## src/rtl/cam_match_reader.sv

```systemverilog
// cam_match_reader: walks the matched rows of a CAM search result in
// ascending row order. For each row it issues a read and presents the row
// data on a valid/ready output port.
//
// state    | meaning
// ---------+-----------------------------------------------------------
// IDLE     | waiting for start
// CAPTURE  | latch tag_row into the pending mask and its popcount
// SCAN     | pick the lowest pending row, or finish if none is left
// ISSUE    | row address driven; wait READ_LAT cycles for array data
// OUT      | first cycle captures Q_out_row, then hold the beat until ready
// DONE     | one-cycle completion pulse
module cam_match_reader #(
    parameter int         DATA_WIDTH     = 8,
    parameter int         DATA_DEPTH     = 16,
    parameter int         ADDR_WIDTH_CAM = 8,
    parameter int         READ_LAT       = 2,
    parameter logic [2:0] RowxRow        = 3'd1
) (
    input  logic                               clk,
    input  logic                               rstIn,
    input  logic                               start,
    input  logic                               abort,
    input  logic [DATA_DEPTH-1:0]              tag_row,
    input  logic [DATA_WIDTH-1:0]              Q_out_row,
    output logic [ADDR_WIDTH_CAM-1:0]          addr_output_Row,
    output logic [2:0]                         rd_mode,
    output logic [DATA_WIDTH-1:0]              out_data,
    output logic [ADDR_WIDTH_CAM-1:0]          out_addr,
    output logic                               out_valid,
    input  logic                               out_ready,
    output logic                               out_last,
    output logic                               busy,
    output logic                               done,
    output logic [$clog2(DATA_DEPTH+1)-1:0]    match_count
);

    localparam int CNT_W = $clog2(DATA_DEPTH + 1);
    localparam int LAT_W = (READ_LAT > 1) ? $clog2(READ_LAT) : 1;
    localparam logic [ADDR_WIDTH_CAM-1:0] ADDR_OFF = ADDR_WIDTH_CAM'(DATA_DEPTH + 3);
    localparam logic [LAT_W-1:0]          LAT_LOAD = LAT_W'(READ_LAT - 1);
    localparam logic [DATA_DEPTH-1:0]     ONE_HOT0 = DATA_DEPTH'(1);

    typedef enum logic [2:0] {
        S_IDLE, S_CAPTURE, S_SCAN, S_ISSUE, S_OUT, S_DONE
    } state_t;

    state_t                      state_q, state_d;
    logic [DATA_DEPTH-1:0]       pend_q, pend_d;
    logic [ADDR_WIDTH_CAM-1:0]   sel_q, sel_d;
    logic [LAT_W-1:0]            lat_q, lat_d;
    logic [DATA_WIDTH-1:0]       out_data_q, out_data_d;
    logic [ADDR_WIDTH_CAM-1:0]   out_addr_q, out_addr_d;
    logic                        out_valid_q, out_valid_d;
    logic                        out_last_q, out_last_d;
    logic [CNT_W-1:0]            match_count_q, match_count_d;

    logic [ADDR_WIDTH_CAM-1:0]   low_idx;
    logic [CNT_W-1:0]            pop;
    logic [DATA_DEPTH-1:0]       sel_mask;
    logic                        hs;
    logic                        kill;

    // Lowest set bit of the pending mask and popcount of the live tag vector
    always_comb begin
        low_idx = '0;
        for (int i = DATA_DEPTH - 1; i >= 0; i--) begin
            if (pend_q[i]) low_idx = ADDR_WIDTH_CAM'(i);
        end
        pop = '0;
        for (int i = 0; i < DATA_DEPTH; i++) begin
            pop = pop + CNT_W'(tag_row[i]);
        end
    end

    assign sel_mask = ONE_HOT0 << sel_q;
    assign hs       = (state_q == S_OUT) && out_valid_q && out_ready;
    assign kill     = abort && (state_q != S_IDLE);

    // State and datapath registers
    always_ff @(posedge clk or negedge rstIn) begin
        if (!rstIn) begin
            state_q       <= S_IDLE;
            pend_q        <= '0;
            sel_q         <= '0;
            lat_q         <= '0;
            out_data_q    <= '0;
            out_addr_q    <= '0;
            out_valid_q   <= 1'b0;
            out_last_q    <= 1'b0;
            match_count_q <= '0;
        end else begin
            state_q       <= state_d;
            pend_q        <= pend_d;
            sel_q         <= sel_d;
            lat_q         <= lat_d;
            out_data_q    <= out_data_d;
            out_addr_q    <= out_addr_d;
            out_valid_q   <= out_valid_d;
            out_last_q    <= out_last_d;
            match_count_q <= match_count_d;
        end
    end

    // Next-state logic; abort overrides everything once a read-out is running
    always_comb begin
        state_d = state_q;
        case (state_q)
            S_IDLE:    if (start) state_d = S_CAPTURE;
            S_CAPTURE: state_d = S_SCAN;
            S_SCAN:    state_d = (|pend_q) ? S_ISSUE : S_DONE;
            S_ISSUE:   if (lat_q == '0) state_d = S_OUT;
            S_OUT:     if (hs) state_d = S_SCAN;
            S_DONE:    state_d = S_IDLE;
            default:   state_d = S_IDLE;
        endcase
        if (kill) state_d = S_IDLE;
    end

    // Datapath updates: mask capture, row select, latency timer, beat register
    always_comb begin
        pend_d        = pend_q;
        sel_d         = sel_q;
        lat_d         = lat_q;
        out_data_d    = out_data_q;
        out_addr_d    = out_addr_q;
        out_valid_d   = out_valid_q;
        out_last_d    = out_last_q;
        match_count_d = match_count_q;
        case (state_q)
            S_CAPTURE: begin
                pend_d        = tag_row;
                match_count_d = pop;
            end
            S_SCAN: begin
                sel_d = low_idx;
                lat_d = LAT_LOAD;
            end
            S_ISSUE: begin
                if (lat_q != '0) lat_d = lat_q - 1'b1;
            end
            S_OUT: begin
                if (!out_valid_q) begin
                    // Array data is valid now that the address has been stable READ_LAT cycles
                    out_data_d  = Q_out_row;
                    out_addr_d  = sel_q;
                    out_last_d  = ((pend_q & ~sel_mask) == '0);
                    out_valid_d = 1'b1;
                end else if (out_ready) begin
                    pend_d      = pend_q & ~sel_mask;
                    out_valid_d = 1'b0;
                    out_last_d  = 1'b0;
                end
            end
            default: ;
        endcase
        // An accepted beat still retires its row even when abort lands on the same edge
        if (kill) begin
            out_valid_d = 1'b0;
            out_last_d  = 1'b0;
        end
    end

    // Outputs decoded from state; the array sees the disable code outside reads
    always_comb begin
        busy            = (state_q != S_IDLE);
        done            = (state_q == S_DONE);
        rd_mode         = 3'd0;
        addr_output_Row = ADDR_OFF;
        if (state_q == S_ISSUE || state_q == S_OUT) begin
            rd_mode         = RowxRow;
            addr_output_Row = sel_q;
        end
    end

    assign out_data    = out_data_q;
    assign out_addr    = out_addr_q;
    assign out_valid   = out_valid_q;
    assign out_last    = out_last_q;
    assign match_count = match_count_q;

endmodule

```

## config.mk

```make
export PLATFORM = sky130hd
export DESIGN_NAME = cam_match_reader
export DESIGN_NICKNAME = d
export VERILOG_FILES = /design/src/rtl/cam_match_reader.sv
export SDC_FILE = /design/constraint.sdc
export NUM_CORES = 1
export LEC_CHECK = 0
export CAP_MARGIN = 10
export CELL_PAD_IN_SITES_DETAIL_PLACEMENT = 1
export CELL_PAD_IN_SITES_GLOBAL_PLACEMENT = 1
export CORE_MARGIN = 2
export CORE_UTILIZATION = 39
export CTS_BUF_LIST = sky130_fd_sc_hd__clkbuf_8
export DETAILED_ROUTE_END_ITERATION = 8
export HOLD_SLACK_MARGIN = 0.12
export PLACE_DENSITY = 0.92
export SETUP_SLACK_MARGIN = 0.3
export SLEW_MARGIN = 20
export SYNTH_ARGS = -nofsm -noshare
export SYNTH_HDL_FRONTEND = slang
export SYNTH_SLANG_ARGS = --single-unit
export TNS_END_PERCENT = 50
```

## constraint.sdc

```tcl
create_clock -name clk -period 2.43 [get_ports clk]
set_clock_uncertainty 0.1 [all_clocks]
set_input_delay 0.6075 -clock clk [delete_from_list [all_inputs] [get_ports clk]]
set_output_delay 0.6075 -clock clk [all_outputs]
set_load 0.02 [all_outputs]
```

Word level (Yosys, flattened, before mapping):

Cells that the tools add are included.

* register bits after elaboration: 51
* bits in latches: 0
* RAM bits: 0
* bits in read-only memories: 0
* input bits: 29
* logic and storage cells: 92
* memories: 0

* add/sub/neg operators: 16
* $mul: 0
* divide/modulo/power cells: 0
* order comparisons: 0
* eq/ne operators: 11
* shifts and indexed selects: 1
* mux-type cells: 37
* bitwise logic cells: 3
* reductions and logical operators: 15

Operators by type and width (count)
* 2-to-1 mux 8 bit: 14
* adder 5 x 1 -> 5 bit: 11
* 2-to-1 mux 16 bit: 2
* one-hot mux 16 bit (2 select lines): 1
* AND 16 bit: 1
* zero test 16 bit: 1
* NOT 16 bit: 1
* OR reduction 16 bit: 1
* << shifter 1 x 8 -> 16 bit (first input constant): 1
* 2-to-1 mux 3 bit: 5
* one-hot mux 3 bit (5 select lines): 1
* 2-to-1 mux 4 bit: 3
* 2-to-1 mux 1 bit: 10
* != test 3 bit (second input constant): 3
* == test 3 x 2 -> 1 bit (second input constant): 2
* == test 3 bit (second input constant): 2
* AND reduction 3 bit: 2
* nonzero test 2 bit: 3
* adder 4 x 1 -> 5 bit: 1
* adder 3 x 1 -> 4 bit: 1
* != test 2 bit (second input constant): 2
* AND reduction 2 bit: 2
* adder 2 x 1 -> 3 bit: 1
* == test 3 x 1 -> 1 bit (second input constant): 1
* other kinds (9): 11

Depth between registers and ports, before layout:

* depth in word-level cells: 16
* depth in mapped cells: 13
* mapped depth without buffers: 13

Worst setup path after synthesis:

No wires, ideal clock.

* path kind: input to register
* start: input port tag_row[0]
* end: register match_count_q[3] (netlist: match_count[3])
* setup time: 0.125 ns
* arrival time: 3.519 ns
* required time: 2.205 ns
* slack: -1.313 ns
* cell stages on the path: 11
* path buffers: 0
* path through: inv_1 > fa_1 > fa_1 > fa_1 > fa_1 > inv_1 > ha_1 > a21o_1 > a21oi_1 > xnor2_1 > mux2_2

* cells in the longest elaborated chain, start to end: 15

Ends and longest elaborated chain
* start, declared: line 24 `input logic [DATA_DEPTH-1:0] tag_row,`
* adder 1 x 1 -> 2 bit: line 72 `pop = pop + CNT_W'(tag_row[i]);`
* adder 2 x 1 -> 3 bit: line 72
* adder 3 x 1 -> 4 bit: line 72
* adder 4 x 1 -> 5 bit: line 72
* adder 5 x 1 -> 5 bit (11 in series): line 72
* end signal, assigned: line 101 `match_count_q <= match_count_d;`
* end, declared: line 56 `logic [CNT_W-1:0] match_count_q, match_count_d;`

Every way passes these cells.
A chain may end at the register's enable or synchronous reset.

Worst setup path in the final report:

* start: input port tag_row[15]
* end: register match_count_q[1] (netlist: match_count[1])

* cells in the longest elaborated chain, start to end: 1

Ends and longest elaborated chain
* adder 5 x 1 -> 5 bit: line 72
* named net pop[1]: line 59 `logic [CNT_W-1:0] pop;`

The timed path passes the listed nets, and every way through them passes these cells.

==> impl_metrics.ini <==
[clock_tree]
root_buffer = clkbuf_8
cts_sinks = 43
path_clk_slew_ps = 100
clock_path_buffers = 2
clock_latency_ps = 320
tritoncts = built
htree_levels = 2
cts_hold_buf = 0
cts_buffers = 5

[logic_synthesis]
yosysMostFrequentCell = dfrtp_1
synth_common_cells = 43 x dfrtp_1, 29 x inv_1, 27 x o21ai_0
syn_area_um2 = 2780
post_synth_main_area_contributors = dfrtp_1 39%, fa_1 7.2%, mux2_2 6.1%
synth_top_area_cell = dfrtp_1
yosysWarnings = 0
synth_flop_cell = dfrtp_1
synth.distinct_cells = 42
synth_enable_flop_cells = 0
seq_area_frac_synth_pct = 38.7
postSynthCellCount = 295
avgSynthCellArea_um2 = 9.43
async_flop_share_pct = 100
ys_ff_latch = 43
synth_top_area_share_pct = 38.7

[sta]
slew_violations = 0
setup_violations = 5
min_period_ps = 3620
setup_ws_ps = -1190
rsz0062_at_grt = yes
period_share_pct = 149
tightest_slew_ps = 656
slew_headroom_pct = 55.9
hold_viol = 0
fmax_mhz = 276

[flow_run]
max-cap-violations = 0

[power]
p_int_mw = 2.48
power.density_nw_per_um2 = 1200
pwr-share-clk_pct = 11.1
sw_frac_of_total_pct = 45.4
switching_power_mw = 2.06
leakagePower_nw = 1.71
p_seq_share_pct = 31.6
comb_power_share_pct = 57.3
ir_worst_vdd_v = 0.000607

[layout]
drive_gt1_share_pct = 28.0
antennaDiodeCount = 0
fin_nets = 418
layout.cells.non_filler = 471
fillers = 815
syn2layout_area_growth_pct = 35.8
fin_util_pct = 55.3
multi_input_area_um2 = 1550
seq_area_um2 = 1080

[floorplanning]
die_area_um2 = 7830
core_area_um2 = 6830
row_count = 30
start_util_pct = 40.7
die_w_um = 88.5
io_pins = 65
die_h_um = 88.5

[detailed_routing]
routed_wl_mm = 9.27
drc = 0
drtIter0Drc = 143
vias_per_cell = 5.53
wl_per_cell_um = 19.7
ant_nets = 0
vias = 2606
firstDrtPassIters = 4

[worst_setup_path]
cp.arrival_ps = 3730
crit_fanout = 2
worstSetupEndpointType = register
r2r_cells = 5
crit_type = in -> reg
cp_data_required_time_ps = 2540
slowest_delay_ps = 550
crit_chain = buf_8 -> fa_1 -> inv_1 -> fa_1 -> fa_2 -> fa_1 -> inv_2 -> ha_4 -> fa_2 -> mux2_4
cpLargestDelayFamily = adder cells
r2r-end = out_last
rr_startpoint = sel_q[1]
start_kind = input port
crit_slowest_cell = fa_1
r2r_slack_ps = 240
critPathMostFrequentCell = fa_1
crit_buf_inv = 3

[run_status]
violations = setup timing
status = finished, violations left

[worst_hold_path]
min_path_type = in -> async

[placed_design]
gp_congestion = 0.901
place_inst = 458
port_buffers = 55
dp_slack_ps = -1990
dp_hpwl_mm = 6.52

[grt]
antenna_found_initial = 0
grtUsageTotal_pct = 23.8
grt_pass1_wl_mm = 14.1
grt_max_degree = 24
grt-ovfl-total = 0
grt_pass1_vias = 2769
-- metal layers --
| metal | wire (um) | track usage (%) | vias to the layer above |
|---|---|---|---|
| li1 | - | - | 1164 |
| met1 | 3770 | 29.2 | 1334 |
| met2 | 4930 | 43.1 | 83 |
| met3 | 344 | 3.26 | 25 |
| met4 | 228 | 7.85 | 0 |
| met5 | 0 | 0 | - |
-- area by class of cell --
type                       count  share of cell area (%)
clock inverter                 3                   0.662
inverter                      29                    2.88
clock buffer                   5                    1.82
sequential                    43                    28.5
timing repair buffer          90                    21.9
tap                           96                    3.18
multi-input combinational    205                    41.1
-- state kept, by name (all words and copies together), names as in the netlist --
signal	flops
lat_q	1
match_count	5
out_addr	4
out_data	8
out_last	1
out_valid	1
pend_q	16
sel_q	4
state_q	3
-- what timing repair did --
item | 4_1_cts | 5_1_grt
cloned | 0 | 0
buffers inserted | 2 | 3
endpoints found under the setup margin | 14 | 30
pin swaps | 11 | 16
gates resized for setup | 97 | 15
-- metrics by stage --
step                      cell area (um^2)  hold slack, ps  power, mW  setup TNS, ps
after floorplan                       2820             212       2.84          -5850
after detailed placement              3560             396       3.78          -9460
after CTS                             3710             210       4.41          -5890
after global placement                3560             390       3.64          -8790
after global routing                  3780             234       4.81          -5860
final                                 3780             179       4.54          -5540
-- worst reg2reg max path, cell delays in order (launching register included) --
cell      delay (ps)
dfrtp_1          550
nand2b_1         410
o21a_1           280
o32ai_1          220
nand4_1          240
o41ai_2          300
-- worst max path at each step --
stage	from	end	slack (ps)	cells after the start
floorplan	tag_row[11]	match_count[1]	-1270	9
global placement	tag_row[5]	match_count[1]	-1860	10
detailed placement	tag_row[5]	match_count[3]	-1990	12
CTS	tag_row[11]	match_count[4]	-1280	12
global route	tag_row[3]	match_count[3]	-1270	14
finish	tag_row[15]	match_count[1]	-1190	10
-- power groups by stage --
stage	registers (mW)	clock network [mW]	logic, mW
floorplan	1.43	0	1.41
global placement	1.40	0	2.24
detailed placement	1.40	0	2.38
CTS	1.40	0.506	2.50
global route	1.47	0.523	2.82
finish	1.44	0.503	2.60
-- cell usage in the layout, fill, tap and decap left out, drive strengths merged, types with 3 or more instances in the layout --
master / synthesis / layout
clkdlybuf4s50: 0 / 36
conb: 1 / 9
nand4: 3 / 3
fa: 10 / 10
a22o: 17 / 17
clkbuf: 8 / 5
mux2: 15 / 15
xnor2: 3 / 3
buf: 18 / 51
o32ai: 5 / 5
inv: 29 / 29
nand2: 19 / 19
o31a: 3 / 3
dfrtp: 43 / 43
nand2b: 11 / 11
o31ai: 3 / 3
a21oi: 9 / 9
ha: 5 / 5
nor4: 5 / 5
o21a: 4 / 4
nor3: 10 / 10
o21ai: 28 / 28
nor2: 24 / 24
-- logic make-up after synthesis --
kind of cell	synth area share (%)
multiplexers	6.07
AO/OA/AOI/OAI	19.2
AND/OR/NAND/NOR	15.8
adder cells (fa/ha/maj)	9.44
other	0.135
XOR/XNOR	0.944
buffers and inverters	9.71
flip-flops	38.7
Note: power is estimated with default switching activity, not from simulation.
